[config.mk]
export PLATFORM = sky130hd
export DESIGN_NAME = rpn_stack_alu
export DESIGN_NICKNAME = d
export VERILOG_FILES = /design/src/rtl/rpn_stack_alu.sv
export SDC_FILE = /design/constraint.sdc
export NUM_CORES = 1
export LEC_CHECK = 0
export CORE_ASPECT_RATIO = 1.25
export CORE_MARGIN = 1.5
export CORE_UTILIZATION = 55
export DETAILED_ROUTE_END_ITERATION = 8
export HOLD_SLACK_MARGIN = 0.02
export PLACE_DENSITY_LB_ADDON = 0.15
export SETUP_SLACK_MARGIN = 0.5
export SYNTH_ARGS = -nofsm -noshare
export SYNTH_HDL_FRONTEND = slang
export SYNTH_SLANG_ARGS = --single-unit
[constraint.sdc]
create_clock -name clk -period 11.29 [get_ports clk]
set_input_delay 2.258 -clock clk [delete_from_list [all_inputs] [get_ports clk]]
set_output_delay 2.258 -clock clk [all_outputs]
set_load 0.1 [all_outputs]
[src/rtl/rpn_stack_alu.sv]
// rpn_stack_alu: RPN operand stack with 2-operand ALU and edge-triggered commands; define RPN_UNDO_EN for one-level undo
module rpn_stack_alu #(
  parameter int W = 16,
  parameter int DEPTH = 8
) (
  input  logic                         clk,
  input  logic                         resetN,
  input  logic                         Enter,
  input  logic                         Op,
  input  logic                         Undo,
  input  logic [W-1:0]                 DataIn,
  output logic [W-1:0]                 Top,
  output logic [3:0]                   Flags,
  output logic [$clog2(DEPTH+1)-1:0]   Count,
  output logic                         Error
);
  localparam int CW = $clog2(DEPTH+1);
  localparam int AW = $clog2(DEPTH);
  logic [W-1:0] stk [DEPTH];
  logic [CW-1:0] cnt;
  logic enter_q, op_q, undo_q, live, c_f, v_f, err;
  logic [AW-1:0] tos_i, nos_i;
  logic [W-1:0] tos, nos, res;
  logic [W:0] sum, diff;
  logic [2:0] opc;
  logic undo_e, op_e, enter_e, op_ok, c_n, v_n;
`ifdef RPN_UNDO_EN
  typedef enum logic [1:0] {H_NONE, H_PUSH, H_OP} hist_t;
  hist_t hist;
  logic [W-1:0] h_nos, h_tos;
  logic [CW-1:0] h_cnt;
`endif
  // live masks the first cycle after reset so a level held through release is not an edge
  assign undo_e  = live & Undo & ~undo_q;
  assign op_e    = live & Op & ~op_q & ~undo_e;
  assign enter_e = live & Enter & ~enter_q & ~op_e & ~undo_e;
  assign tos_i = AW'(cnt - CW'(1));
  assign nos_i = AW'(cnt - CW'(2));
  assign tos = stk[tos_i];
  assign nos = stk[nos_i];
  assign opc = DataIn[2:0];
  assign sum  = {1'b0, nos} + {1'b0, tos};
  assign diff = {1'b0, nos} - {1'b0, tos};
  assign op_ok = cnt >= CW'(2) && opc <= 3'd5;
  always_comb begin
    res = opc == 3'd0 ? sum[W-1:0] : opc == 3'd1 ? diff[W-1:0] :
          opc == 3'd2 ? nos & tos : opc == 3'd3 ? nos | tos : nos ^ tos;
    c_n = opc == 3'd0 ? sum[W] : opc == 3'd1 ? diff[W] : 1'b0;
    v_n = opc == 3'd0 ? (nos[W-1] == tos[W-1]) && (sum[W-1] != nos[W-1]) :
          opc == 3'd1 ? (nos[W-1] != tos[W-1]) && (diff[W-1] != nos[W-1]) : 1'b0;
  end
  always_ff @(posedge clk or negedge resetN) begin
    if (!resetN) begin
      for (int i = 0; i < DEPTH; i++) stk[i] <= '0;
      cnt <= '0;
      {enter_q, op_q, undo_q, live, c_f, v_f, err} <= '0;
`ifdef RPN_UNDO_EN
      hist <= H_NONE;
      h_nos <= '0;
      h_tos <= '0;
      h_cnt <= '0;
`endif
    end else begin
      {enter_q, op_q, undo_q, live} <= {Enter, Op, Undo, 1'b1};
      if (undo_e) begin
`ifdef RPN_UNDO_EN
        if (hist == H_NONE) err <= 1'b1;
        else begin
          if (hist == H_PUSH) cnt <= cnt - CW'(1);
          else begin
            stk[AW'(h_cnt - CW'(2))] <= h_nos;
            stk[AW'(h_cnt - CW'(1))] <= h_tos;
            cnt <= h_cnt;
          end
          hist <= H_NONE;
          {c_f, v_f, err} <= '0;
        end
`endif
      end else if (op_e) begin
        if (!op_ok) err <= 1'b1;
        else begin
          {c_f, v_f, err} <= {c_n, v_n, 1'b0};
          if (opc == 3'd5) begin
            stk[nos_i] <= tos;
            stk[tos_i] <= nos;
          end else begin
            stk[nos_i] <= res;
            cnt <= cnt - CW'(1);
          end
`ifdef RPN_UNDO_EN
          hist <= H_OP;
          h_nos <= nos;
          h_tos <= tos;
          h_cnt <= cnt;
`endif
        end
      end else if (enter_e) begin
        if (cnt == CW'(DEPTH)) err <= 1'b1;
        else begin
          stk[AW'(cnt)] <= DataIn;
          cnt <= cnt + CW'(1);
          {c_f, v_f, err} <= '0;
`ifdef RPN_UNDO_EN
          hist <= H_PUSH;
`endif
        end
      end
    end
  end
  assign Top = cnt == '0 ? '0 : tos;
  assign Count = cnt;
  assign Error = err;
  assign Flags = {Top[W-1], Top == '0 && cnt != '0, c_f, v_f};
endmodule

==> summary.txt <==
Outcome
  – Status: finished with violations
  – Failing checks: design-rule violations

Layout
  – Design Area, Final: 14000 um2
  – Area growth, synth to finish: 8.86%
  – Post-layout nets: 1611
  – Number of flip-flops in the largest register: 128
  – Fillers: 2087
  – Largest Register: stk
  – Fraction of layout cells with a size suffix above 1: 0.110
  – # diodes: 0

Placed design
  – DP Wirelength: 39400 um
  – Dpl cell area: 13400 um2
  – IO Port Bufs: 45
  – RePlAce Congestion: 1.09

Die
  – Die area: 24200 um2
  – Die Y: 174 um
  – Die W: 140 um
  – Starting Density: 0.558
  – Ports: 46
  – Core Footprint: 23000 um2
  – Row count: 62

Synth
  – Syn Std Cell Area: 12800 um2
  – Main flop type after synthesis: dfrtp_1
  – Seq/Total Area, Yosys: 0.271
  – Syn nets: 1638
  – Post-synth EDFFs: 0
  – Register bit total from synthesis: 139
  – Multiplexer area fraction after synthesis: 0.0971
  – Synth Instances: 1559
  – Post-synthesis adder-cell area fraction: 0.0578
  – Yosys top cell area share: 0.271
  – Post-Synth XOR/XNOR Area: 0.00869
  – Ys async rst share: 1.00
  – Synth area leader: dfrtp_1
  – Yosys warning total: 0
  – Post-Synth Simple-Gate Area: 0.172
  – Largest family of logic cells by synthesized area: compound AO/OA/AOI/OAI gates
  – Post-synthesis compound-gate area fraction: 0.333
  – Cell with the most instances after synthesis: nor2_1
  – Synth unique cells: 83
  – Top cells by area, synth: dfrtp_1 (27%), mux4_2 (5.8%), nor2_1 (5.6%)
  – Mapped Avg Cell Area: 8.22 um2
  – Synth top cells by count: nor2_1 (190), dfrtp_1 (139), nand2_1 (134)

Timing
  – Fmax: 0.115 GHz
  – Fin Setup TNS: 0 ns
  – Final Slew Violations: 0
  – Final period util: 0.769
  – Final count of hold timing violations: 0
  – Final setup viols: 0
  – Hold WS: 0.486 ns
  – Slew Limit Headroom: 0.196
  – Period minus WS final: 8.68 ns
  – Worst Tran Pin Value: 1.20 ns
  – Clock Skew: 0.0110 ns
  – Unrepaired setup endpoints after global routing: no

Hold path
  – Worst Hold Class: register to register
  – Hold path cells: 2

Clock tree
  – Root buffer cell: clkbuf_16
  – Post-cts sizing count: 0
  – Number of buffers inserted by hold repair at cts: 0
  – CTS Buf Count: 17
  – Worst-Skew Late Latency: 0.45 ns
  – Sink Count: 139
  – Clock transition at path regs: 0.07 ns
  – CTS tree: built
  – H-tree depth: 4
  – Post-CTS Setup Bufs: 0
  – Max clock buf depth: 2

Setup path
  – Worst Setup End Kind: output pin
  – WS Path Type: register to output pin
  – CP max stage delay: 1.19 ns
  – Worst path slowest cell: clkdlybuf4s50_1
  – Cells along the critical path: buf_4, inv_1, ha_1, xnor2_2, nor3_2, buf_4, a221o_1, a211oi_2, nand3_1, or4_1, nor4_2, clkdlybuf4s50_1
  – Worst path required time: 9.03 ns
  – Worst reg2reg path depth: 19
  – CP startpoint kind: register
  – Arr. time, crit path: 6.42 ns
  – CP Max Fanout: 38
  – CP most frequent cell: buf_4

Detailed routing
  – Avg WL per Cell: 31.3 um
  – Iter 0 DRT Violations: 2563
  – Via count of the routed design: 14419
  – WL final: 57400 um
  – DR DRC count: 23
  – Number of detailed-route iterations in the first pass: 9
  – Vias per Instance: 7.87
  – Final antenna-violating net count: 0

Global route
  – Met1 GRT Util: 0.586
  – Vias in the first global route: 13854
  – Largest net degree at the start of global routing: 81
  – GRT Overall Usage: 0.475
  – GR Overflow Total: 0
  – Initial antenna violation count: 0
  – First-pass GRT wire length: 86200 um
  – Met2 usage: 0.678
  – Global routing's busiest layer: met2
  – Grt met3 use: 0.175

Job
  – Max_cap viols: 0
==> stage by stage <==
stage / cells / utilization / setup slack [ns]
after floorplan: 1559 / - / 3.53
after global placement: 1801 / 0.583 / 3.34
after detailed placement: 1801 / 0.583 / 3.28
after CTS: 1832 / 0.608 / 2.80
after global routing: 1832 / 0.608 / 2.47
final: 1832 / 0.608 / 2.61
==> cell usage in the layout, fill, tap and decap left out, types with 7 or more instances in the layout <==
master,count
o21ai_0,124
a22o_1,20
nand2b_1,13
o22ai_1,32
clkdlybuf4s50_1,43
o2111ai_1,22
buf_4,41
nand3b_1,9
inv_1,48
a221oi_1,20
xnor2_1,7
nand3_1,34
a31oi_1,15
a22oi_1,30
nand4_1,14
o21a_1,29
mux4_2,33
nor2b_1,12
o211ai_1,21
and3_1,10
dfrtp_1,138
o32a_1,22
a21oi_1,120
a211oi_1,15
o221ai_1,26
o221a_2,17
o22a_1,17
a21o_1,8
mux2i_1,31
nand2_1,134
and2_1,7
nor3_1,21
mux2_2,17
ha_1,56
clkbuf_16,17
nor2_1,188
nor3b_1,9
==> cell type report <==
class | count | area, um2 | share of cell area
inverter | 49 | 184 | 0.0132
tap | 288 | 360 | 0.0258
clock buffer | 24 | 472 | 0.0338
timing repair buffer | 86 | 754 | 0.0541
clock inverter | 7 | 91.3 | 0.00654
multi-input combinational | 1239 | 8610 | 0.617
sequential | 139 | 3480 | 0.249
==> critical path: cells and delay by family, from the launching register on <==
kind                     cells  cell delay (ns)
XOR/XNOR                     1             0.70
AO/OA/AOI/OAI                2             1.16
AND/OR/NAND/NOR              4             1.19
adder cells (fa/ha/maj)      1             0.36
buffers and inverters        4             2.22
flip-flops                   1             0.32
==> routing by layer <==
metal  vias to the layer above  share of wire
met1                      6716           0.35
li1                       5867              -
met2                      1421           0.41
met5                         -        0.00051
met3                       412           0.15
met4                         3          0.089
==> cells by family after synthesis <==
family          Yosys count
simple gates            484
fa+ha+maj                58
buf+inv                 181
xor+xnor                 11
other cells               1
mux                      81
compound gates          604
flops                   139
==> worst paths after layout <==
check,startpoint,slack [ns],endpoint
max in group asynchronous,resetN,7.97,Count[0]
worst max register to register,Count[0],4.01,stk[13]
worst min register to register,v_f,0.49,v_f
worst min-delay path,v_f,0.49,v_f
worst max-delay path,Count[1],2.61,Flags[2]
min in group asynchronous,resetN,1.85,stk[106]
Power is left out: the tool's default activity adds up to more than one toggle a clock period on the data nets, which glitch-free logic cannot reach.
